--- config.mk ---
export PLATFORM = sky130hd
export DESIGN_NAME = car_crash_monitor
export DESIGN_NICKNAME = d
export VERILOG_FILES = /design/src/rtl/road_fighter_pkg.sv /design/src/rtl/pixel_overlap_detector.sv /design/src/rtl/car_crash_monitor.sv
export SDC_FILE = /design/constraint.sdc
export NUM_CORES = 1
export LEC_CHECK = 0
export CELL_PAD_IN_SITES_DETAIL_PLACEMENT = 0
export CELL_PAD_IN_SITES_GLOBAL_PLACEMENT = 1
export CORE_ASPECT_RATIO = 1.2
export CORE_UTILIZATION = 16
export CTS_CLUSTER_SIZE = 40
export DETAILED_ROUTE_END_ITERATION = 10
export GPL_TIMING_DRIVEN = 0
export HOLD_SLACK_MARGIN = 0.03
export PLACE_DENSITY = 0.77
export SYNTH_ARGS = -nofsm -noshare
export SYNTH_HDL_FRONTEND = slang
export SYNTH_HIERARCHICAL = 1
export SYNTH_SLANG_ARGS = --single-unit
--- constraint.sdc ---
create_clock -name clk -period 1.55 [get_ports clk]
set_input_delay 0.155 -clock clk [delete_from_list [all_inputs] [get_ports clk]]
set_output_delay 0.155 -clock clk [all_outputs]
set_load 0.1 [all_outputs]
--- src/rtl/road_fighter_pkg.sv ---
// Shared types and constants for the road-fighter car pipeline.
// Contents:
//   MASK_VALUE    - transparent pixel color produced by the car drawers
//   car_state_t   - packed AI car state, indexed with IMG/X/Y/W/H
//   crash_state_t - crash sequence states
//   is_opaque()   - true when a pixel color is not the transparent value
package road_fighter_pkg;

  localparam logic [7:0] MASK_VALUE = 8'h62;

  // Field indices into car_state_t
  localparam int IMG = 0;
  localparam int X   = 1;
  localparam int Y   = 2;
  localparam int W   = 3;
  localparam int H   = 4;

  typedef logic [4:0][10:0] car_state_t;

  typedef enum logic [1:0] {
    DRIVING = 2'd0,
    CRASH   = 2'd1,
    RECOVER = 2'd2
  } crash_state_t;

  function automatic logic is_opaque(input logic [7:0] color);
    return color != MASK_VALUE;
  endfunction

endpackage

--- src/rtl/pixel_overlap_detector.sv ---
// Per-pixel overlap detection between the player car and the AI cars.
// Ports:
//   clk, resetN   - clock, asynchronous active-low reset
//   frame_start   - one-cycle pulse at the start of a frame
//   pixel_valid   - the colors on this cycle belong to a visible pixel
//   player_color  - player car pixel (MASK_VALUE = transparent)
//   ai_color      - NUM_AI AI car pixels (MASK_VALUE = transparent)
//   hit_pending   - at least one overlap seen so far in the current frame
//   hit_id        - lowest-index AI car of the first overlap of the frame
module pixel_overlap_detector
  import road_fighter_pkg::*;
#(
  parameter int NUM_AI = 4
) (
  input  logic                   clk,
  input  logic                   resetN,
  input  logic                   frame_start,
  input  logic                   pixel_valid,
  input  logic [7:0]             player_color,
  input  logic [NUM_AI-1:0][7:0] ai_color,
  output logic                   hit_pending,
  output logic [2:0]             hit_id
);

  logic [NUM_AI-1:0] ai_opaque;
  logic              hit;
  logic [2:0]        hit_idx;

  generate
    for (genvar gi = 0; gi < NUM_AI; gi++) begin : g_mask
      assign ai_opaque[gi] = is_opaque(ai_color[gi]);
    end
  endgenerate

  assign hit = pixel_valid && is_opaque(player_color) && (|ai_opaque);

  // Scan from the top down so the lowest opaque index wins.
  always_comb begin
    hit_idx = 3'd0;
    for (int i = NUM_AI - 1; i >= 0; i--) begin
      if (ai_opaque[i]) hit_idx = 3'(i);
    end
  end

  // A hit coinciding with frame_start belongs to the new frame, so the
  // clear and the new latch happen on the same edge.
  always_ff @(posedge clk or negedge resetN) begin
    if (!resetN) begin
      hit_pending <= 1'b0;
      hit_id      <= 3'd0;
    end else if (frame_start) begin
      hit_pending <= hit;
      if (hit) hit_id <= hit_idx;
    end else if (hit && !hit_pending) begin
      hit_pending <= 1'b1;
      hit_id      <= hit_idx;
    end
  end

endmodule

--- src/rtl/car_crash_monitor.sv ---
// Crash monitor: turns per-frame player/AI overlaps into a crash sequence
// (spin at zero speed, then a linear speed-limit ramp back to full speed).
// NUM_AI must be 1..8 since car ids are carried on 3 bits.
// Ports:
//   clk, resetN   - clock, asynchronous active-low reset
//   frame_start   - one-cycle pulse at the start of a frame
//   pixel_valid   - colors on this cycle belong to a visible pixel
//   player_color  - player car pixel (8'h62 = transparent)
//   ai_color      - NUM_AI AI car pixels (8'h62 = transparent)
//   ai_car_state  - NUM_AI packed car states {IMG,X,Y,W,H}
//   crash         - one-cycle pulse when a crash is accepted
//   crash_active  - high while in CRASH or RECOVER
//   crash_car_id  - AI car index of the last accepted crash
//   crash_x       - x field of that car captured at acceptance
//   speed_limit   - maximum allowed player speed
//   crash_count   - accepted crashes, saturating at 255
module car_crash_monitor
  import road_fighter_pkg::*;
#(
  parameter int         NUM_AI      = 4,
  parameter int         SPIN_FRAMES = 60,
  parameter int         RAMP_STEP   = 32,
  parameter logic [9:0] MAX_SPEED   = 10'd640
) (
  input  logic                   clk,
  input  logic                   resetN,
  input  logic                   frame_start,
  input  logic                   pixel_valid,
  input  logic [7:0]             player_color,
  input  logic [NUM_AI-1:0][7:0] ai_color,
  input  car_state_t [NUM_AI-1:0] ai_car_state,
  output logic                   crash,
  output logic                   crash_active,
  output logic [2:0]             crash_car_id,
  output logic [10:0]            crash_x,
  output logic [9:0]             speed_limit,
  output logic [7:0]             crash_count
);

  localparam int SPIN_W = (SPIN_FRAMES > 1) ? $clog2(SPIN_FRAMES) : 1;

  crash_state_t      state, state_next;
  logic [SPIN_W-1:0] spin_cnt, spin_cnt_next;
  logic              crash_next;
  logic              crash_active_next;
  logic [2:0]        crash_car_id_next;
  logic [10:0]       crash_x_next;
  logic [9:0]        speed_limit_next;
  logic [7:0]        crash_count_next;

  logic              hit_pending;
  logic [2:0]        hit_id;
  logic [10:0]       hit_x;
  logic [10:0]       ramp_sum;
  logic              unused_state_bits;

  pixel_overlap_detector #(
    .NUM_AI(NUM_AI)
  ) u_detector (
    .clk         (clk),
    .resetN      (resetN),
    .frame_start (frame_start),
    .pixel_valid (pixel_valid),
    .player_color(player_color),
    .ai_color    (ai_color),
    .hit_pending (hit_pending),
    .hit_id      (hit_id)
  );

  // Only the x field is consumed here.
  assign unused_state_bits = ^ai_car_state;

  // Select x of the hitting car without indexing past NUM_AI-1.
  always_comb begin
    hit_x = 11'd0;
    for (int i = 0; i < NUM_AI; i++) begin
      if (hit_id == 3'(i)) hit_x = ai_car_state[i][X];
    end
  end

  // 11-bit sum so the ramp can never wrap below MAX_SPEED.
  assign ramp_sum = {1'b0, speed_limit} + 11'(RAMP_STEP);

  always_comb begin
    state_next        = state;
    spin_cnt_next     = spin_cnt;
    crash_next        = 1'b0;
    crash_car_id_next = crash_car_id;
    crash_x_next      = crash_x;
    speed_limit_next  = speed_limit;
    crash_count_next  = crash_count;

    if (frame_start) begin
      case (state)
        DRIVING: begin
          if (hit_pending) begin
            state_next        = CRASH;
            crash_next        = 1'b1;
            crash_car_id_next = hit_id;
            crash_x_next      = hit_x;
            if (crash_count != 8'hff) crash_count_next = crash_count + 8'd1;
            spin_cnt_next     = SPIN_W'(SPIN_FRAMES - 1);
            speed_limit_next  = 10'd0;
          end else begin
            speed_limit_next  = MAX_SPEED;
          end
        end
        CRASH: begin
          if (spin_cnt == '0) begin
            state_next       = RECOVER;
            speed_limit_next = 10'(RAMP_STEP);
          end else begin
            spin_cnt_next    = spin_cnt - 1'b1;
            speed_limit_next = 10'd0;
          end
        end
        RECOVER: begin
          if (ramp_sum >= {1'b0, MAX_SPEED}) begin
            speed_limit_next = MAX_SPEED;
            state_next       = DRIVING;
          end else begin
            speed_limit_next = ramp_sum[9:0];
          end
        end
        default: begin
          state_next       = DRIVING;
          speed_limit_next = MAX_SPEED;
        end
      endcase
    end

    crash_active_next = (state_next != DRIVING);
  end

  always_ff @(posedge clk or negedge resetN) begin
    if (!resetN) begin
      state        <= DRIVING;
      spin_cnt     <= '0;
      crash        <= 1'b0;
      crash_active <= 1'b0;
      crash_car_id <= 3'd0;
      crash_x      <= 11'd0;
      speed_limit  <= MAX_SPEED;
      crash_count  <= 8'd0;
    end else begin
      state        <= state_next;
      spin_cnt     <= spin_cnt_next;
      crash        <= crash_next;
      crash_active <= crash_active_next;
      crash_car_id <= crash_car_id_next;
      crash_x      <= crash_x_next;
      speed_limit  <= speed_limit_next;
      crash_count  <= crash_count_next;
    end
  end

endmodule

======== After elaboration in Yosys (flattened, before gate mapping) ========
Cells that the tools add are included.
word-level totals
  flip-flop bits (word level) ............. 46
  bits in latches ......................... 0
  memory bits (writable) .................. 0
  memory bits (read-only) ................. 0
  bits of input ports ..................... 264
  output and inout port bits .............. 34
  memories ................................ 0
cells by class
  $add $sub $neg .......................... 3
  multipliers ............................. 0
  div/mod/pow operators ................... 0
  order comparisons ....................... 1
  eq/ne operators ......................... 14
  shifts and indexed selects .............. 0
  muxes and demuxes ....................... 28
  bitwise gates (word level) .............. 0
  reductions and logical operators ........ 15
operators by type and width
  kind                                                                     count
  11-bit 2-to-1 mux                                                        4
  8-bit by 7-bit != test with 1-bit output, second input constant          5
  10-bit one-hot mux with 3 select lines                                   1
  10-bit 2-to-1 mux                                                        2
  6-bit 2-to-1 mux                                                         3
  2-bit 2-to-1 mux                                                         8
  6-bit one-hot mux with 2 select lines                                    1
  10-bit by 6-bit adder with 11-bit output, second input constant          1
  11-bit by 10-bit >= comparator with 1-bit output, second input constant  1
  3-bit 2-to-1 mux                                                         3
  8-bit by 1-bit adder with 8-bit output, second input constant            1
  8-bit != test, second input constant                                     1
  4-bit AND reduction                                                      2
  3-bit by 2-bit == test with 1-bit output, second input constant          2
  6-bit zero test                                                          1
  2-bit one-hot mux with 3 select lines                                    1
  2-bit nonzero test                                                       3
  6-bit by 1-bit subtractor with 6-bit output, second input constant       1
  1-bit 2-to-1 mux                                                         5
  2-bit by 1-bit != test with 1-bit output, second input constant          2
  4-bit OR reduction                                                       1
  3-bit by 1-bit == test with 1-bit output, second input constant          1
  1-bit logical AND                                                        3
  3-bit zero test                                                          1
  other kinds (7)                                                          7

======== Depth between registers and ports, before layout ========
  depth in word-level cells ............... 7
  gate-level depth with buffers ........... 7
  depth with buffers taken out ............ 6

======== Modules after synthesis ========
The synthesis kept the hierarchy.
modules (own cells, without submodules)
  module                  times used  cells each  area an instance (um^2)  seq. area each (um^2)
  car_crash_monitor       1           195         2,133.3                  928.4
  pixel_overlap_detector  1           30          349.1                    75.1

======== Least setup slack after synthesis ========
Ideal clock, no wire load.
  path kind ............................... flip-flop to flip-flop
  start point ............................. reg crash_count[0]
  end point ............................... reg crash_count[1]
  setup time .............................. 126 ps
  arrival time ............................ 2,095 ps
  data required time ...................... 1,424 ps
  setup slack ............................. -671 ps
  cell stages (with the launch flop) ...... 5
  path buffers ............................ 0
  clock period less this slack ............ 2,221 ps
  cell sequence ........................... dfrtp_1 -> ha_1 -> nand3_1 -> o21ai_0 -> mux2_2
between the ends
  longest elaborated chain between the ends .. 2
ends and longest elaborated chain
  what                                                                            RTL line                  text
  from (decl)                                                                     car_crash_monitor.sv:37   output logic [7:0] crash_count
  from (signal assigned)                                                          car_crash_monitor.sv:153  crash_count <= crash_count_next;
  branches (longest 2 deep; another with 8-bit by 1-bit adder with 8-bit output)  --
Several ways; the timed one is not identified.
A chain may end at the register's enable or synchronous reset.

======== Worst setup path in the final report ========
  start point ............................. reg speed_limit[5]
  end point ............................... reg speed_limit[5]
between the ends
  longest elaborated chain between the ends .. 4
ends and longest elaborated chain
  what                                              RTL line                  text
  from (decl)                                       car_crash_monitor.sv:36   output logic [9:0] speed_limit,
  from (signal assigned)                            car_crash_monitor.sv:152  speed_limit <= speed_limit_next;
  10-bit by 6-bit adder with 11-bit output (*)      car_crash_monitor.sv:82   assign ramp_sum = {1'b0, speed_limit} + 11'(RAMP_STEP);
  11-bit by 10-bit >= comparator with 1-bit output  car_crash_monitor.sv:118  if (ramp_sum >= {1'b0, MAX_SPEED}) begin
  10-bit 2-to-1 mux (*)                             car_crash_monitor.sv:118
  10-bit one-hot mux with 3 select lines (*)        car_crash_monitor.sv:94   case (state)
Mark *: on every way between the ends. The rest lies on a longest branch, timed or not.

==> qor.yml <==
status:
  status: "complete, no violations"
clocking:
  clk_latency_ns: 0.29
  cts.sinks: 40
  cts_root_buf: "clkbuf_16"
  clk_pin_slew_ns: 0.06
  clock_path_buffers: 2
  cts_tree: "built"
  cts_buffers: 5
  h-tree-depth: 2
critical_path:
  path_cells: "and2_1, clkbuf_2, o32a_1, a2bb2oi_1, a21oi_1"
  end_kind: "flip-flop"
  r2r_end: "speed_limit[5]$_DFFE_PN0P_"
  cp-start-kind: "flip-flop"
  critPathSlowestCell: "dfrtp_4"
  cp.arrival_ns: 1.69
  timing.rr.start: "speed_limit[5]$_DFFE_PN0P_"
  critPathMaxFanout: 8
  reg2regPathDepth: 5
  r2r_setup_slack_ns: 0.03
  cp_num_buf_inv: 1
  crit_family: "compound AO/OA/AOI/OAI gates"
  cp_slowest_stage_delay_ns: 0.51
  cp.required_ns: 1.72
  critPathKind: "reg -> reg"
synthesis:
  synth.area.top_cells: "dfrtp_1 (38%), mux4_2 (10%), a22o_1 (3.9%), nand2_1 (3.8%), buf_4 (2.4%)"
  synth_seq_cells: 40
  yosys_warnings: 6
  ys_types: 57
  synthCells: 225
  avgSynthCellArea_um2: 11.0
  syn-cell-area_um2: 2480
  synthFlopType: "dfrtp_1"
  yosys.area.top_type: "dfrtp_1"
  synth_top_area_share: 0.383
  ys_seq_area_frac: 0.404
  synth_async_sr_flop_share: 1.00
  synth_edf_count: 0
timing:
  finalCritPeriodShare: 0.981
  fmax_mhz: 658
  fin_skew_ns: 0.00703
  tns_ns: 0
  finalSetupViolations: 0
  min_period_ns: 1.52
  slew_headroom: 0.600
  finalHoldViolations: 0
  drv_slew: 0
  rsz0062_at_grt: "true"
  worst_slew_pin_slew_ns: 0.603
job:
  cap_violations: 0
place:
  numPortBuffers: 116
  dp_hpwl_um: 6450
  gp_congestion: 0.747
routing:
  first_pass_iters: 4
  vias: 2405
  post_drt_wl_per_cell_um: 14.6
  routed_wl_um: 8460
  vias_per_cell: 4.14
  final_antenna_net_count: 0
  drc: 0
  drt-initial-drc-count: 88
die:
  dieArea_um2: 16000
  rows: 49
  die-height_um: 138
  die_x_um: 116
  start_util: 0.165
  core_um2: 15100
  ios: 298
final_layout:
  area_delta_synth_final_pct: 83.5
  drive_gt1_frac: 0.390
  nNetsFinal: 643
  num_antenna_cells: 0
grt:
  antenna_found_initial: 0
  grt_max_degree: 32
  grt_pass1_vias: 2438
  grt_pass1_wl_um: 12800
  grt_usage: 0.106
  globalRoute.totalOverflow: 0
power_and_ir_drop:
  powerDensity_nw_per_um2: 1270
  p_leak_uw: 0.00190
  finalPower_uw: 5780
  vdd_ir_drop_max_v: 0.000555
worst_hold_path:
  min_path_type: "in -> async"
-- cell usage in the layout (no fill, tap or decap), types with 4 or more instances in the layout --
cell type	instances
a22o_1	11
buf_4	31
nand2b_1	4
a31oi_1	4
dfrtp_2	6
clkdlybuf4s50_1	67
mux4_2	11
nor2_1	10
clkdlybuf4s15_2	27
a21oi_1	9
conb_1	6
clkbuf_16	5
dlygate4sd2_1	9
o21ai_0	5
dfrtp_4	7
nand2_1	23
dlymetal6s2s_1	10
dfrtp_1	25
nand3_1	4
-- logic make-up (layout without fill, tap and decap cells) --
logic type	after synthesis	in the layout	synth area share
adders and majority gates	3	3	0.0151
buffers and inverters	21	169	0.0469
AOI/OAI and AO/OA	51	51	0.148
and+or+nand+nor	86	86	0.235
other	2	6	0.00303
muxes	18	18	0.130
xor gates and xnor gates	4	4	0.0171
DFF	40	40	0.404
-- routing by layer --
layer,global-route usage,part of all wire
met5,0,0
met4,0.0223,0.0083
met3,0.0368,0.093
met2,0.174,0.48
met1,0.133,0.42
-- metrics by stage --
stage / hold slack, ns / setup WS, ns / utilization / cells / cell area (µm²)
floorplan: -0.141 / -0.0253 / - / 229 / 2600
global placement: 0.467 / -1.21 / 0.266 / 549 / 4010
detailed placement: 0.0558 / -0.438 / 0.267 / 550 / 4030
CTS: 0.294 / 0.000443 / 0.293 / 575 / 4420
global route: 0.311 / -0.0539 / 0.302 / 581 / 4560
finish: 0.283 / 0.0296 / 0.302 / 581 / 4560
-- worst max-delay path by stage --
| stage | startpoint | endpoint | slack (ns) | cells after the start |
|---|---|---|---|---|
| 2_1_floorplan | speed_limit[5]$_DFFE_PN0P_ | state[1]$_DFF_PN0_ | -0.03 | 5 |
| 3_3_place_gp | resetN | speed_limit[6]$_DFFE_PN0P_ | -1.21 | 1 |
| 3_5_place_dp | frame_start | crash_count[5]$_DFFE_PN0P_ | -0.44 | 8 |
| 4_1_cts | ai_color[11] | u_detector/hit_id[0]$_DFFE_PN0P_ | 0.0004 | 5 |
| 5_1_grt | spin_cnt[1]$_DFFE_PN0P_ | spin_cnt[3]$_DFFE_PN0P_ | -0.05 | 6 |
| 6_report | speed_limit[5]$_DFFE_PN0P_ | speed_limit[5]$_DFFE_PN0P_ | 0.03 | 5 |
-- report_power, final --
part | switching [µW] | total, µW | internal [µW]
registers | 284 | 1630 | 1350
logic | 2000 | 2920 | 913
clock network | 462 | 1230 | 766
total | 2750 | 5780 | 3030
-- registers in the layout (all words and copies together), names as in the netlist --
signal and count:
crash 1, crash_active 1, crash_car_id 3, crash_count 8, crash_x 11, speed_limit 5
spin_cnt 6, state 2, u_detector/hit_id 2, u_detector/hit_pending 1
-- what timing repair did --
item                                    CTS  global route
endpoints found under the setup margin   53            24
pin swaps                                10            17
buffers inserted                         17             6
hold buffers                              1             0
endpoints found under the hold margin     9             0
resized for setup                       119            28
-- cell type report --
cell class / instances / area, µm²
fillers: 1584 / 10500
well taps: 204 / 255
plain buffers: 15 / 119
repair buffers: 141 / 1400
inverters: 5 / 26.3
flip-flops and latches: 40 / 1040
clock buffers: 5 / 125
multi-input cells: 168 / 1540
clock inverters: 3 / 46.3
-- worst reg2reg max path, stage by stage (launching register included) --
cell and delay (ns):
dfrtp_4 0.51, and2_1 0.17, clkbuf_2 0.15, o32a_1 0.33, a2bb2oi_1 0.15, a21oi_1 0.09
-- cell usage after synthesis, types with 2 or more instances --
| cell | instances |
|---|---|
| o21ai_0 | 9 |
| nor3_1 | 3 |
| or3_1 | 2 |
| mux2_2 | 4 |
| buf_2 | 4 |
| nor2_1 | 13 |
| dfrtp_1 | 38 |
| nor4b_1 | 2 |
| nor4b_4 | 2 |
| o22a_1 | 2 |
| and3_1 | 3 |
| nand2_1 | 25 |
| and4bb_2 | 3 |
| nor2b_1 | 2 |
| xor2_1 | 2 |
| a21oi_1 | 11 |
| o211ai_1 | 3 |
| buf_4 | 8 |
| mux2i_1 | 3 |
| dfstp_2 | 2 |
| a22o_1 | 11 |
| ha_1 | 3 |
| nand2b_1 | 4 |
| clkbuf_1 | 4 |
| nor3b_2 | 2 |
| mux4_2 | 11 |
| nand4_1 | 3 |
| a31oi_1 | 4 |
| nor4bb_1 | 3 |
| nand3_1 | 7 |
| conb_1 | 2 |
| inv_1 | 4 |
| and3_4 | 2 |
(Power assumes the default switching activity.)
==> variant 1: new RTL, same settings <==
Register the inputs `frame_start`, `pixel_valid`, `player_color`, `ai_color` and `ai_car_state` before use. The logic sees them one clock later. Comments in the files are not updated.
--- a/src/rtl/car_crash_monitor.sv
+++ b/src/rtl/car_crash_monitor.sv
@@ -39,6 +39,20 @@
 
   localparam int SPIN_W = (SPIN_FRAMES > 1) ? $clog2(SPIN_FRAMES) : 1;
 
+  logic frame_start_q;
+  logic pixel_valid_q;
+  logic [7:0] player_color_q;
+  logic [NUM_AI-1:0][7:0] ai_color_q;
+  car_state_t [NUM_AI-1:0] ai_car_state_q;
+
+  always_ff @(posedge clk) begin
+    frame_start_q  <= frame_start;
+    pixel_valid_q  <= pixel_valid;
+    player_color_q <= player_color;
+    ai_color_q     <= ai_color;
+    ai_car_state_q <= ai_car_state;
+  end
+
   crash_state_t      state, state_next;
   logic [SPIN_W-1:0] spin_cnt, spin_cnt_next;
   logic              crash_next;
@@ -59,22 +73,22 @@
   ) u_detector (
     .clk         (clk),
     .resetN      (resetN),
-    .frame_start (frame_start),
-    .pixel_valid (pixel_valid),
-    .player_color(player_color),
-    .ai_color    (ai_color),
+    .frame_start (frame_start_q),
+    .pixel_valid (pixel_valid_q),
+    .player_color(player_color_q),
+    .ai_color    (ai_color_q),
     .hit_pending (hit_pending),
     .hit_id      (hit_id)
   );
 
   // Only the x field is consumed here.
-  assign unused_state_bits = ^ai_car_state;
+  assign unused_state_bits = ^ai_car_state_q;
 
   // Select x of the hitting car without indexing past NUM_AI-1.
   always_comb begin
     hit_x = 11'd0;
     for (int i = 0; i < NUM_AI; i++) begin
-      if (hit_id == 3'(i)) hit_x = ai_car_state[i][X];
+      if (hit_id == 3'(i)) hit_x = ai_car_state_q[i][X];
     end
   end
 
@@ -90,7 +104,7 @@
     speed_limit_next  = speed_limit;
     crash_count_next  = crash_count;
 
-    if (frame_start) begin
+    if (frame_start_q) begin
       case (state)
         DRIVING: begin
           if (hit_pending) begin
Check against the original RTL: not equivalent (Yosys sat finds a counterexample within 4 cycles, from zero or initial values and one cycle with resetN low).
==> variant 1 against the unedited design <==
  * The flow now finishes with violations (setup timing)
  * Combinational power about the same
  * Sequential cell count increased by 86
  * Critical path depth increased by 1
  * Power increased by 89%
  * Via count increased by 20%
  * Synthesized cell count increased by 32%
  * Fmax decreased by 13%
  * Non-clock buffer count decreased by 3
  * Final area increased by 50%
  * Area after synthesis increased by 65%
  * Routed wire length increased by 22%
  * Global-route usage decreased by 2.3 points
  * Worst setup slack got worse by 0.23 ns
  * Critical path type unchanged
  * Highest routed layer unchanged
==> variant 1: results (changes against the unedited design) <==
synthAdderAreaFrac: 0.00914  # -0.00598
gr-usage-met2: 0.126  # -0.0477
grt_pass1_wl_mm: 16.2  # +26%
dp.cells: 744  # +35%
gp_congestion: 0.756  # +1.3%
min_path_type: "input port to flip-flop"
grt_pass1_vias: 3135  # +29%
post-cts-setup-buffer-count: 6  # -11
buf_share: 0.218  # -0.115
nMultiInputCombCells: 154  # -8.3%
finalWorstSetupSlack_ns: -0.196  # -0.226 ns
met3_usage: 0.0306  # -0.00623
cp_top_family: "simple AND/OR/NAND/NOR gates"
violations: "setup timing"
switching_share: 0.366  # -0.109
p_leak_nw: 2.76  # +45%
setup_viol: 10  # +10
status: "finished with violations"
clock_latency_ns: 0.42  # +0.13 ns
synth_compound_area_frac: 0.0902  # -0.0580
seq_share: 0.406  # +0.177
largest_registers: "ai_car_state_q: 44 flops, ai_color_q: 32 flops, crash_x: 11 flops"
fin_worst_skew_ns: 0.00635  # -0.000674 ns
clkbuf_count: 17  # +12
grt_max_degree: 22  # -31%
synth_commonest_cells: "86 x dfxtp_1, 38 x dfrtp_1, 21 x nand2_1, 11 x a22o_1, 11 x mux4_2"
multi_input_area_um2: 1530  # -0.81%
buffers: 153  # -1.9%
synthTopCellsByArea: "dfxtp_1 42%, dfrtp_1 23%, mux4_2 6.0%"
variant 1: power by group through the flow:
stage	combinational (mW)	clock, mW	sequential (mW)
2_1_floorplan	0.588	0	5.37
3_3_place_gp	2.75	0	4.02
3_5_place_dp	2.78	0	4.03
4_1_cts	2.83	4.14	3.99
5_1_grt	3.06	4.31	4.06
6_report	2.91	4.00	4.00
variant 1: final timing paths:
path	start	end	slack (ns)	cells past startpoint
worst max-delay path	spin_cnt[1]	spin_cnt[4]	-0.20	6
worst min-delay path	ai_color[9]	ai_color_q[9]	0.17	1
worst max register to register	spin_cnt[1]	spin_cnt[4]	-0.20	6
worst min register to register	crash_car_id[0]	crash_car_id[0]	0.48	2
max in group asynchronous	resetN	u_detector/hit_id[0]	0.78	3
min in group asynchronous	resetN	crash_count[6]	0.25	2
==> variant 2: new RTL, config.mk and constraints unchanged <==
Without the edit above. `SPIN_FRAMES`: 60 -> 30.
--- a/src/rtl/car_crash_monitor.sv
+++ b/src/rtl/car_crash_monitor.sv
@@ -18,7 +18,7 @@
   import road_fighter_pkg::*;
 #(
   parameter int         NUM_AI      = 4,
-  parameter int         SPIN_FRAMES = 60,
+  parameter int         SPIN_FRAMES = 30,
   parameter int         RAMP_STEP   = 32,
   parameter logic [9:0] MAX_SPEED   = 10'd640
 ) (
Behaviour: same outputs for any inputs over 10 cycles, from zero or initial values and one cycle with resetN low; that may be too few to reach the edited logic, so the function may still have changed.
==> variant 2 against the unedited design <==
  * The run now ends with setup timing left
  * Final area down 1.2%
  * Critical path depth up 2
  * Worst setup slack worse by 0.083 ns
  * Sequential cell count down 1
  * Via count down 1.2%
  * Area after synthesis down 1.8%
  * Routed wire length down 9.8%
  * Power up 1.6%
==> variant 2: results (changes against the unedited design) <==
status: "finished with violations"
violations: "setup timing"
setup_viol: 2  # +2
vdd_ir_drop_max_v: 0.000473  # -15%
synthAdderAreaFrac: 0.0205  # +0.00541
grt_pass1_vias: 2492  # +2.2%
yosysUniqueCellTypes: 57  # unchanged
antenna_found_initial: 0  # unchanged
finalSetupTns_ns: -0.0950  # -0.0950 ns
finalWirelength_mm: 7.63  # -9.8%
grt_usage: 0.0980  # -0.00773
htreeDepth: 2  # unchanged
io_buffers: 116  # unchanged
viasPerCell: 4.15  # +0.31%
synthXorXnorAreaFrac: 0.0144  # -0.00276
slowest_stage: "dfrtp_1"
largest_registers: "crash_x: 11 flops, crash_count: 8 flops"
yosysWarningCount: 6  # unchanged
crit_fanout: 3  # -5
clock_latency_ns: 0.28
ys_seq_area_frac: 0.401  # -0.00280
muxShareOfSynthArea: 0.124  # -0.00581
async_flop_share: 1.00  # unchanged
min_path_type: "input port to async pin"
fin_worst_skew_ns: 0.00201  # -0.00502 ns
synth_compound_area_frac: 0.158  # +0.00993
nNetsFinal: 635  # -1.2%
clk_pin_slew_ns: 0.06  # about the same
cts_buffers: 5  # unchanged
grt_max_degree: 24  # -25%
dp_hpwl_mm: 5.82  # -9.9%
drt-initial-drc-count: 87  # -1.1%
drive_gt1_frac: 0.383  # -0.00677
synth_commonest_cells: "37 x dfrtp_1, 26 x nand2_1, 12 x a22o_1, 11 x mux4_2, 9 x nand4_1"
firstDrtPassIters: 4  # unchanged
synthTopCellsByArea: "dfrtp_1 38%, mux4_2 10%, a22o_1 4.3%"
grt_pass1_wl_mm: 11.9  # -7.4%
cp_top_family: "compound AO/OA/AOI/OAI gates"
p_leak_nw: 1.87  # -1.8%
cts_max_path_buffers: 2  # unchanged
gp_congestion: 0.710  # -4.9%
slowest_delay_ns: 0.37  # -0.14 ns
finalWorstSetupSlack_ns: -0.0537  # -0.0833 ns
root_buffer: "clkbuf_16"
num_antenna_cells: 0  # unchanged
tightest_slew_ns: 0.569  # -0.0344 ns
[variant 2: cell types whose count changed after synthesis, moves of 3 or more]
cell,unedited run,this run
a21oi_1,11,5
nand4_1,3,9
nor2_1,13,7
clkbuf_1,4,1
inv_1,4,7
nor2b_1,2,5
[variant 2: per-stage QoR]
step | hold WS, ns | util | instance area [µm²] | setup WS, ns | instances
floorplan | -0.141 | - | 2550 | -0.308 | 221
global placement | 0.469 | 0.265 | 3970 | -1.11 | 541
detailed placement | 0.125 | 0.266 | 3990 | -0.397 | 542
CTS | 0.361 | 0.290 | 4330 | -0.0521 | 563
global route | 0.402 | 0.301 | 4500 | -0.125 | 572
finish | 0.352 | 0.301 | 4500 | -0.0537 | 572
[variant 2: path summary, 6_finish.rpt]
kind,start,to,cells after the start
setup / recovery,spin_cnt[1],spin_cnt[4],7
min in group clk,ai_color[15],u_detector/hit_id[0],4
max in group asynchronous,resetN,speed_limit[7],3
setup reg to reg,spin_cnt[1],spin_cnt[4],7
hold reg to reg,crash_car_id[0],crash_car_id[0],2
hold / removal,resetN,crash_x[3],2
[variant 2: repair_timing]
item                       4_1_cts  5_1_grt
gates cloned                     0        0
hold endpoints to repair        16        0
setup endpoints to repair       51       25
pin swaps                       12       20
resized for setup              107       37
setup buffers                   12        9
hold buffers                     1        0
[variant 2: layout make-up]
class	instances	area, µm²
Buffer	15	129
Clock buffer	6	139
Clock inverter	2	35.0
Fill cell	1575	10500
Inverter	8	31.3
Multi-Input combinational cell	159	1520
Sequential cell	39	1010
Tap cell	204	255
Timing Repair Buffer	139	1390
[variant 2: worst reg2reg max path, stage by stage, from the launching register on]
cell	delay, ns
dfrtp_1	0.37
inv_2	0.06
ha_4	0.15
nor4b_4	0.12
buf_4	0.15
a2111oi_4	0.35
and3_1	0.21
o21ai_1	0.07
[variant 2: cells by family (layout without fill, tap and decap cells)]
family                   count (synthesis)  after routing
multiplexers                            16             16
other                                    2              6
AO/OA/AOI/OAI                           49             49
XOR/XNOR                                 4              4
AND/OR/NAND/NOR                         80             80
adder cells (fa/ha/maj)                  4              4
buffers and inverters                   23            170
flip-flops                              39             39
[variant 2: power breakdown]
| group | switching, mW | internal, mW | leakage, nW |
|---|---|---|---|
| clock | 0.409 | 0.800 | 0.0868 |
| combinational | 2.08 | 1.01 | 1.30 |
| sequential | 0.248 | 1.32 | 0.480 |
| total | 2.74 | 3.13 | 1.87 |
[variant 2: layer usage]
metal  share of wire  track usage  wire, µm
met5               0            0         0
met2            0.54        0.181      4100
met1            0.38        0.104      2930
met3           0.067       0.0282       512
met4           0.013       0.0382        97
